File: config.mk
export PLATFORM = sky130hd
export DESIGN_NAME = trigger_gate
export DESIGN_NICKNAME = d
export VERILOG_FILES = /design/src/rtl/trigger_pkg.sv /design/src/rtl/trigger_hit_detect.sv /design/src/rtl/trigger_gate.sv
export SDC_FILE = /design/constraint.sdc
export NUM_CORES = 1
export LEC_CHECK = 0
export ABC_AREA = 0
export BUFFER_PORTS_ARGS = -buffer_cell sky130_fd_sc_hd__buf_2
export CORE_AREA = 3 3 101 103
export CTS_BUF_LIST = sky130_fd_sc_hd__clkbuf_4
export DETAILED_ROUTE_END_ITERATION = 6
export DIE_AREA = 0 0 104 106
export GPL_ROUTABILITY_DRIVEN = 0
export GPL_TIMING_DRIVEN = 0
export PLACE_DENSITY = 0.7
export SYNTH_ARGS = -nofsm -noshare
export SYNTH_HDL_FRONTEND = slang
export SYNTH_SLANG_ARGS = --single-unit
export TNS_END_PERCENT = 30
File: constraint.sdc
create_clock -name clk -period 3.3 [get_ports clk]
set_input_delay 0.33 -clock clk [delete_from_list [all_inputs] [get_ports clk]]
set_output_delay 0.33 -clock clk [all_outputs]
set_load 0.02 [all_outputs]
File: src/rtl/trigger_pkg.sv
// Shared encodings for the trigger gate: detection modes, FSM states and a busy decode.
package trigger_pkg;

    typedef enum logic [1:0] {
        TRIG_OR_LVL  = 2'b00,
        TRIG_OR_EDGE = 2'b01,
        TRIG_AND_LVL = 2'b10,
        TRIG_SINGLE  = 2'b11
    } trig_mode_e;

    typedef enum logic [2:0] {
        ST_IDLE    = 3'd0,
        ST_ARMED   = 3'd1,
        ST_FIRE    = 3'd2,
        ST_HOLDOFF = 3'd3,
        ST_DONE    = 3'd4
    } trig_state_e;

    function automatic logic state_is_busy(input trig_state_e st);
        return (st == ST_FIRE) || (st == ST_HOLDOFF) || (st == ST_DONE);
    endfunction

endpackage

File: src/rtl/trigger_hit_detect.sv
// Masks and registers the trigger vector, then reduces it to a hit per the selected mode.
// One register stage from input to hit; no backpressure, samples every cycle.
module trigger_hit_detect
    import trigger_pkg::*;
#(
    parameter int NUM_CH = 4
) (
    input  logic              clk,
    input  logic              rst_n,
    input  logic [NUM_CH-1:0] trigger_vector_i,
    input  logic [NUM_CH-1:0] ch_mask_i,
    input  logic [1:0]        mode_i,
    output logic              hit_o,
    output logic [NUM_CH-1:0] vec_o
);

    logic [NUM_CH-1:0] vec_q, vec_d;
    logic [NUM_CH-1:0] vec_qq;
    logic [NUM_CH-1:0] rise;
    logic              hit_raw;

    assign vec_d = trigger_vector_i & ch_mask_i;

    always_ff @(posedge clk or negedge rst_n) begin
        if (!rst_n) begin
            vec_q  <= '0;
            vec_qq <= '0;
        end else begin
            vec_q  <= vec_d;
            vec_qq <= vec_q;
        end
    end

    assign rise = vec_q & ~vec_qq;

    always_comb begin
        hit_raw = 1'b0;
        case (trig_mode_e'(mode_i))
            TRIG_OR_LVL:               hit_raw = |vec_q;
            TRIG_OR_EDGE, TRIG_SINGLE: hit_raw = |rise;
            TRIG_AND_LVL:              hit_raw = (vec_q == ch_mask_i);
            default:                   hit_raw = 1'b0;
        endcase
    end

    // vec_q may still hold bits from a previous mask; an empty mask must never fire
    assign hit_o = hit_raw && (|ch_mask_i);
    assign vec_o = vec_q;

endmodule

File: src/rtl/trigger_gate.sv
// Qualified trigger FSM: arm, fire, holdoff, single-shot done; fire pulse, channels and count.
// Input edge N -> trigger_start after edge N+1; trigger_ready=0 blocks firing, hits are dropped.
module trigger_gate
    import trigger_pkg::*;
#(
    parameter int NUM_CH    = 4,
    parameter int HOLDOFF_W = 16,
    parameter int CNT_W     = 32
) (
    input  logic                 clk,
    input  logic                 rst_n,
    input  logic                 capture_en,
    input  logic                 trigger_ready,
    input  logic [NUM_CH-1:0]    trigger_vector,
    input  logic [NUM_CH-1:0]    ch_mask,
    input  logic [1:0]           mode,
    input  logic [HOLDOFF_W-1:0] holdoff_cycles,
    output logic                 trigger_start,
    output logic [NUM_CH-1:0]    trigger_ch,
    output logic [CNT_W-1:0]     trigger_count,
    output logic                 busy
);

    trig_state_e          state_q, state_d;
    logic [HOLDOFF_W-1:0] hold_cnt_q, hold_cnt_d;
    logic [CNT_W-1:0]     count_q, count_d;
    logic [NUM_CH-1:0]    ch_q, ch_d;

    logic              hit;
    logic [NUM_CH-1:0] vec_q;
    logic              fire;

    trigger_hit_detect #(
        .NUM_CH (NUM_CH)
    ) u_hit (
        .clk              (clk),
        .rst_n            (rst_n),
        .trigger_vector_i (trigger_vector),
        .ch_mask_i        (ch_mask),
        .mode_i           (mode),
        .hit_o            (hit),
        .vec_o            (vec_q)
    );

    assign fire = hit && trigger_ready && capture_en;

    always_ff @(posedge clk or negedge rst_n) begin
        if (!rst_n) begin
            state_q    <= ST_IDLE;
            hold_cnt_q <= '0;
            count_q    <= '0;
            ch_q       <= '0;
        end else begin
            state_q    <= state_d;
            hold_cnt_q <= hold_cnt_d;
            count_q    <= count_d;
            ch_q       <= ch_d;
        end
    end

    always_comb begin
        state_d    = state_q;
        hold_cnt_d = hold_cnt_q;
        count_d    = count_q;
        ch_d       = ch_q;

        if (!capture_en) begin
            state_d = ST_IDLE;
        end else begin
            case (state_q)
                ST_IDLE: begin
                    state_d = ST_ARMED;
                    count_d = '0;
                end
                ST_ARMED: begin
                    if (fire) begin
                        state_d = ST_FIRE;
                        count_d = count_q + CNT_W'(1);
                        ch_d    = vec_q;
                    end
                end
                ST_FIRE: begin
                    if (trig_mode_e'(mode) == TRIG_SINGLE) begin
                        state_d = ST_DONE;
                    end else if (holdoff_cycles != '0) begin
                        // counter ends at zero so HOLDOFF lasts exactly holdoff_cycles cycles
                        state_d    = ST_HOLDOFF;
                        hold_cnt_d = holdoff_cycles - HOLDOFF_W'(1);
                    end else if (fire) begin
                        state_d = ST_FIRE;
                        count_d = count_q + CNT_W'(1);
                        ch_d    = vec_q;
                    end else begin
                        state_d = ST_ARMED;
                    end
                end
                ST_HOLDOFF: begin
                    if (hold_cnt_q == '0) begin
                        state_d = ST_ARMED;
                    end else begin
                        hold_cnt_d = hold_cnt_q - HOLDOFF_W'(1);
                    end
                end
                ST_DONE: begin
                    state_d = ST_DONE;
                end
                default: begin
                    state_d = ST_IDLE;
                end
            endcase
        end
    end

    assign trigger_start = (state_q == ST_FIRE);
    assign busy          = state_is_busy(state_q);
    assign trigger_ch    = ch_q;
    assign trigger_count = count_q;

endmodule
==> out/metrics.csv <==
stage,metric,value,unit
timing,maximum clock skew at final layout,20.2,ps
yosys,list of most frequent post-synthesis cells,"sky130_fd_sc_hd__dfrtp_1 (63), sky130_fd_sc_hd__nor2_1 (46), sky130_fd_sc_hd__nand2_1 (29)",
worst_hold_path,type of the most critical hold path,input port to async pin,
clock_tree,Bufs on Longest Clock Path,2,
worst_setup_path,kind of launch point of the worst setup path,flip-flop,
yosys,ys async rst share,1.00,
yosys,proportion of synthesized chip area in sequential cells,0.377,
layout,area occupied by multi-input gates,2430,sq um
timing,Slew Limit Fails,0,
yosys,area share of the largest cell type after synthesis,0.377,
power_and_ir_drop,portion of total power attributed to the clock network,0.223,
power_and_ir_drop,total chip power,2.71,mW
worst_setup_path,"Data arrival, critical path",3330,ps
route,Routed Wire Length,11100,um
layout,area growth from synthesis to layout,15.6,%
floorplanning,Core Footprint,9280,sq um
floorplanning,starting utilization of the core area,0.451,
clock_tree,clock tree from TritonCTS,done,
clock_tree,clock insertion delay at the later pin of the skew report,400,ps
layout,register area,1580,sq um
timing,Final Critical Period,3030,ps
yosys,ranking of synthesized cells by area,"sky130_fd_sc_hd__dfrtp_1 (38%), sky130_fd_sc_hd__nor4_2 (6.0%), sky130_fd_sc_hd__xnor2_1 (5.4%)",
layout,layout cells sized above 1,0.242,
timing,Final Hold Fails,0,
power_and_ir_drop,part of the total power dissipated in sequential elements,0.403,
yosys,most frequent cell after synthesis,sky130_fd_sc_hd__dfrtp_1,
yosys,most common flop cell mapped by yosys,sky130_fd_sc_hd__dfrtp_1,
yosys,Netlist Area Pre-Place,4190,sq um
route,DRC,0,
route,via count,4013,
clock_tree,Root Buffer,sky130_fd_sc_hd__clkbuf_4,
yosys,mean cell area of the mapped netlist,9.00,sq um
power_and_ir_drop,standby leakage power,1.92,nW
worst_setup_path,CP Capture Type,flip-flop,
clock_tree,H-tree depth reported by CTS,3,
global_route,global-route wire length before repair,19100,um
layout,final-stage net count,572,
placement,port buffer count,66,
worst_setup_path,startpoint-to-endpoint class of the critical path,flip-flop to flip-flop,
clock_tree,# Post-CTS Setup Buffers,0,
clock_tree,cells resized by post-CTS repair,4,
yosys,warning count from the yosys run,0,
route,DR WL/cell,16.5,um
route,Initial DRT Pass Iterations,5,
layout,Layout Cell Area excl Fill,4840,sq um
clock_tree,CTS hold repair buffers,0,
yosys,Post-Synthesis Net Count,497,
floorplanning,vertical die dimension,106,um
timing,Slew @ Worst Pin,804,ps
yosys,cell taking the most area after synthesis,sky130_fd_sc_hd__dfrtp_1,
timing,final setup violating endpoints,0,
power_and_ir_drop,switching part of the total power,0.410,
global_route,combined global-route utilization of all metal layers,0.209,
global_route,remaining global-route overflow,0,
clock_tree,"Clk pin slew, worst setup/hold paths",120,ps
timing,crit share post-route,0.917,
worst_setup_path,Crit Path Max Fanout,10,
floorplanning,die area,11000,sq um
flow_run,max-capacitance violation count,0,
worst_setup_path,Critical Path RT,3600,ps
yosys,number of synthesized register bits,63,
layout,post-route core utilization,0.521,
timing,setup repair after global routing missed its margin,false,
placement,standard cell area after detailed placement,4680,sq um
power_and_ir_drop,proportion of power drawn by combinational gates,0.374,
yosys,number of unique standard cell types used by synthesis,64,
clock_tree,total CTS buffers,9,
global_route,via count of the first global-routing pass,3944,
route,via-per-instance ratio,5.95,
floorplanning,number of placement rows,35,
global_route,initial antenna violation count,0,
route,violation count after the first detailed-route iteration,215,
layout,# diodes,0,
layout,Filler Cells Inserted,913,
clock_tree,number of sinks on the clock net,63,
floorplanning,horizontal extent of the die,104,um
route,Antenna Violating Nets Remaining,0,
yosys,synthesized instance count,465,
status,run status,completed,
power_and_ir_drop,peak ir drop on the vdd network,306,uV
timing,top achievable clock speed,0.331,GHz
placement,Detailed Place HPWL,7980,um
power_and_ir_drop,internal power summed over all cells,1.60,mW
timing,normalized max-slew margin,0.464,
floorplanning,top-level port count,68,
yosys,count of flip-flops with a built-in enable after synthesis,0,
global_route,maximum number of pins on one net before global-route repair,64,
power_and_ir_drop,power spent charging and discharging nets,1.11,mW
power_and_ir_drop,power density of the placed cells,561,nW/um^2
## per-stage QoR
| step | std cells | hold WS (ps) | worst slack, ps | TNS, ps |
|---|---|---|---|---|
| after detailed placement | 660 | 456 | -409 | -1700 |
| final | 674 | 8.78 | 274 | 0 |
| after floorplan | 465 | 34.4 | 255 | 0 |
| after global routing | 674 | 51.9 | 9.09 | 0 |
| after global placement | 660 | 457 | -373 | -1530 |
| after CTS | 675 | 23.8 | 90.1 | 0 |
## cell families after synthesis
logic type,count (synthesis),synth area share
compound gates,108,0.181
buf+inv,40,0.0430
simple gates,212,0.305
flops,63,0.377
fa+ha+maj,2,0.00598
xor+xnor,27,0.0565
mux,13,0.0326
## per-layer routing
| metal | up-vias | track usage | wire (um) |
|---|---|---|---|
| met1 | 1949 | 0.290 | 5260 |
| met2 | 145 | 0.331 | 5050 |
| met5 | - | 0 | 0 |
| met4 | 0 | 0.0731 | 161 |
| li1 | 1904 | - | - |
| met3 | 15 | 0.0358 | 622 |
## registers in the layout, summed over array words and instances, names as in the netlist
name	cells
hold_cnt_q	16
trigger_count	32
u_hit.vec_qq	4
state_q	3
trigger_ch	4
u_hit.vec_o	4
## power groups by stage
stage / Clock, mW / Combinational [mW] / Sequential, mW
3_5_place_dp: 0 / 1.01 / 1.09
3_3_place_gp: 0 / 0.993 / 1.09
5_1_grt: 0.660 / 1.12 / 1.12
6_report: 0.606 / 1.02 / 1.09
2_1_floorplan: 0 / 0.710 / 1.09
4_1_cts: 0.629 / 1.02 / 1.08
## final timing paths
check                                  start              end  slack [ps]  depth (start not counted)
max                               state_q[2]   hold_cnt_q[10]         270                         11
min                                    rst_n    hold_cnt_q[6]           9                          1
max reg2reg                       state_q[2]   hold_cnt_q[10]         270                         11
min reg2reg                   u_hit.vec_o[2]  u_hit.vec_qq[2]         470                          0
max in group asynchronous              rst_n       state_q[1]        2740                          1
min in group clk           trigger_vector[0]   u_hit.vec_o[0]         140                          2
## layout make-up
type                    count  share of cell area
multi-input cells         362               0.502
flip-flops and latches     63               0.326
repair buffers             66              0.0688
well taps                 129              0.0334
plain buffers              25              0.0272
clock buffers              11              0.0171
clock inverters             5              0.0150
inverters                  13              0.0101
## critical path, stage by stage (launching register included)
cell and delay (ps):
sky130_fd_sc_hd__dfrtp_1 410, sky130_fd_sc_hd__and3b_2 320, sky130_fd_sc_hd__clkbuf_4 230, sky130_fd_sc_hd__clkbuf_4 240, sky130_fd_sc_hd__mux2i_1 200, sky130_fd_sc_hd__ha_1 230, sky130_fd_sc_hd__nor2b_1 210, sky130_fd_sc_hd__nand2_1 140
sky130_fd_sc_hd__or4_1 470, sky130_fd_sc_hd__o22ai_1 220, sky130_fd_sc_hd__o221a_2 210, sky130_fd_sc_hd__nor3_1 40
## layout by cell type, fill, tap and decap left out, types with 4 or more instances in the layout
cell type                   count
sky130_fd_sc_hd__or3_1          7
sky130_fd_sc_hd__o22ai_1        4
sky130_fd_sc_hd__mux2i_1        8
sky130_fd_sc_hd__clkbuf_1      13
sky130_fd_sc_hd__inv_1         13
sky130_fd_sc_hd__a22oi_1        4
sky130_fd_sc_hd__a21oi_1       25
sky130_fd_sc_hd__o21a_1         5
sky130_fd_sc_hd__a31oi_1        4
sky130_fd_sc_hd__clkbuf_4      13
sky130_fd_sc_hd__nand2b_1       7
sky130_fd_sc_hd__nor2_1        46
sky130_fd_sc_hd__nor3_1        21
sky130_fd_sc_hd__and2_1        11
sky130_fd_sc_hd__mux2_2         5
sky130_fd_sc_hd__and3_1         4
sky130_fd_sc_hd__buf_2         71
sky130_fd_sc_hd__dfrtp_1       62
sky130_fd_sc_hd__nand2_1       29
sky130_fd_sc_hd__a211oi_1       9
sky130_fd_sc_hd__nand3_1       14
sky130_fd_sc_hd__o21ai_0       15
sky130_fd_sc_hd__nand4_1       20
sky130_fd_sc_hd__xnor2_1       26
sky130_fd_sc_hd__o31ai_1        4
sky130_fd_sc_hd__a31o_2         5
sky130_fd_sc_hd__o2111ai_1      5
sky130_fd_sc_hd__nor4_2        20
sky130_fd_sc_hd__or4_1          6
sky130_fd_sc_hd__nor4_1         8
Power figures use the tool's default switching activity.
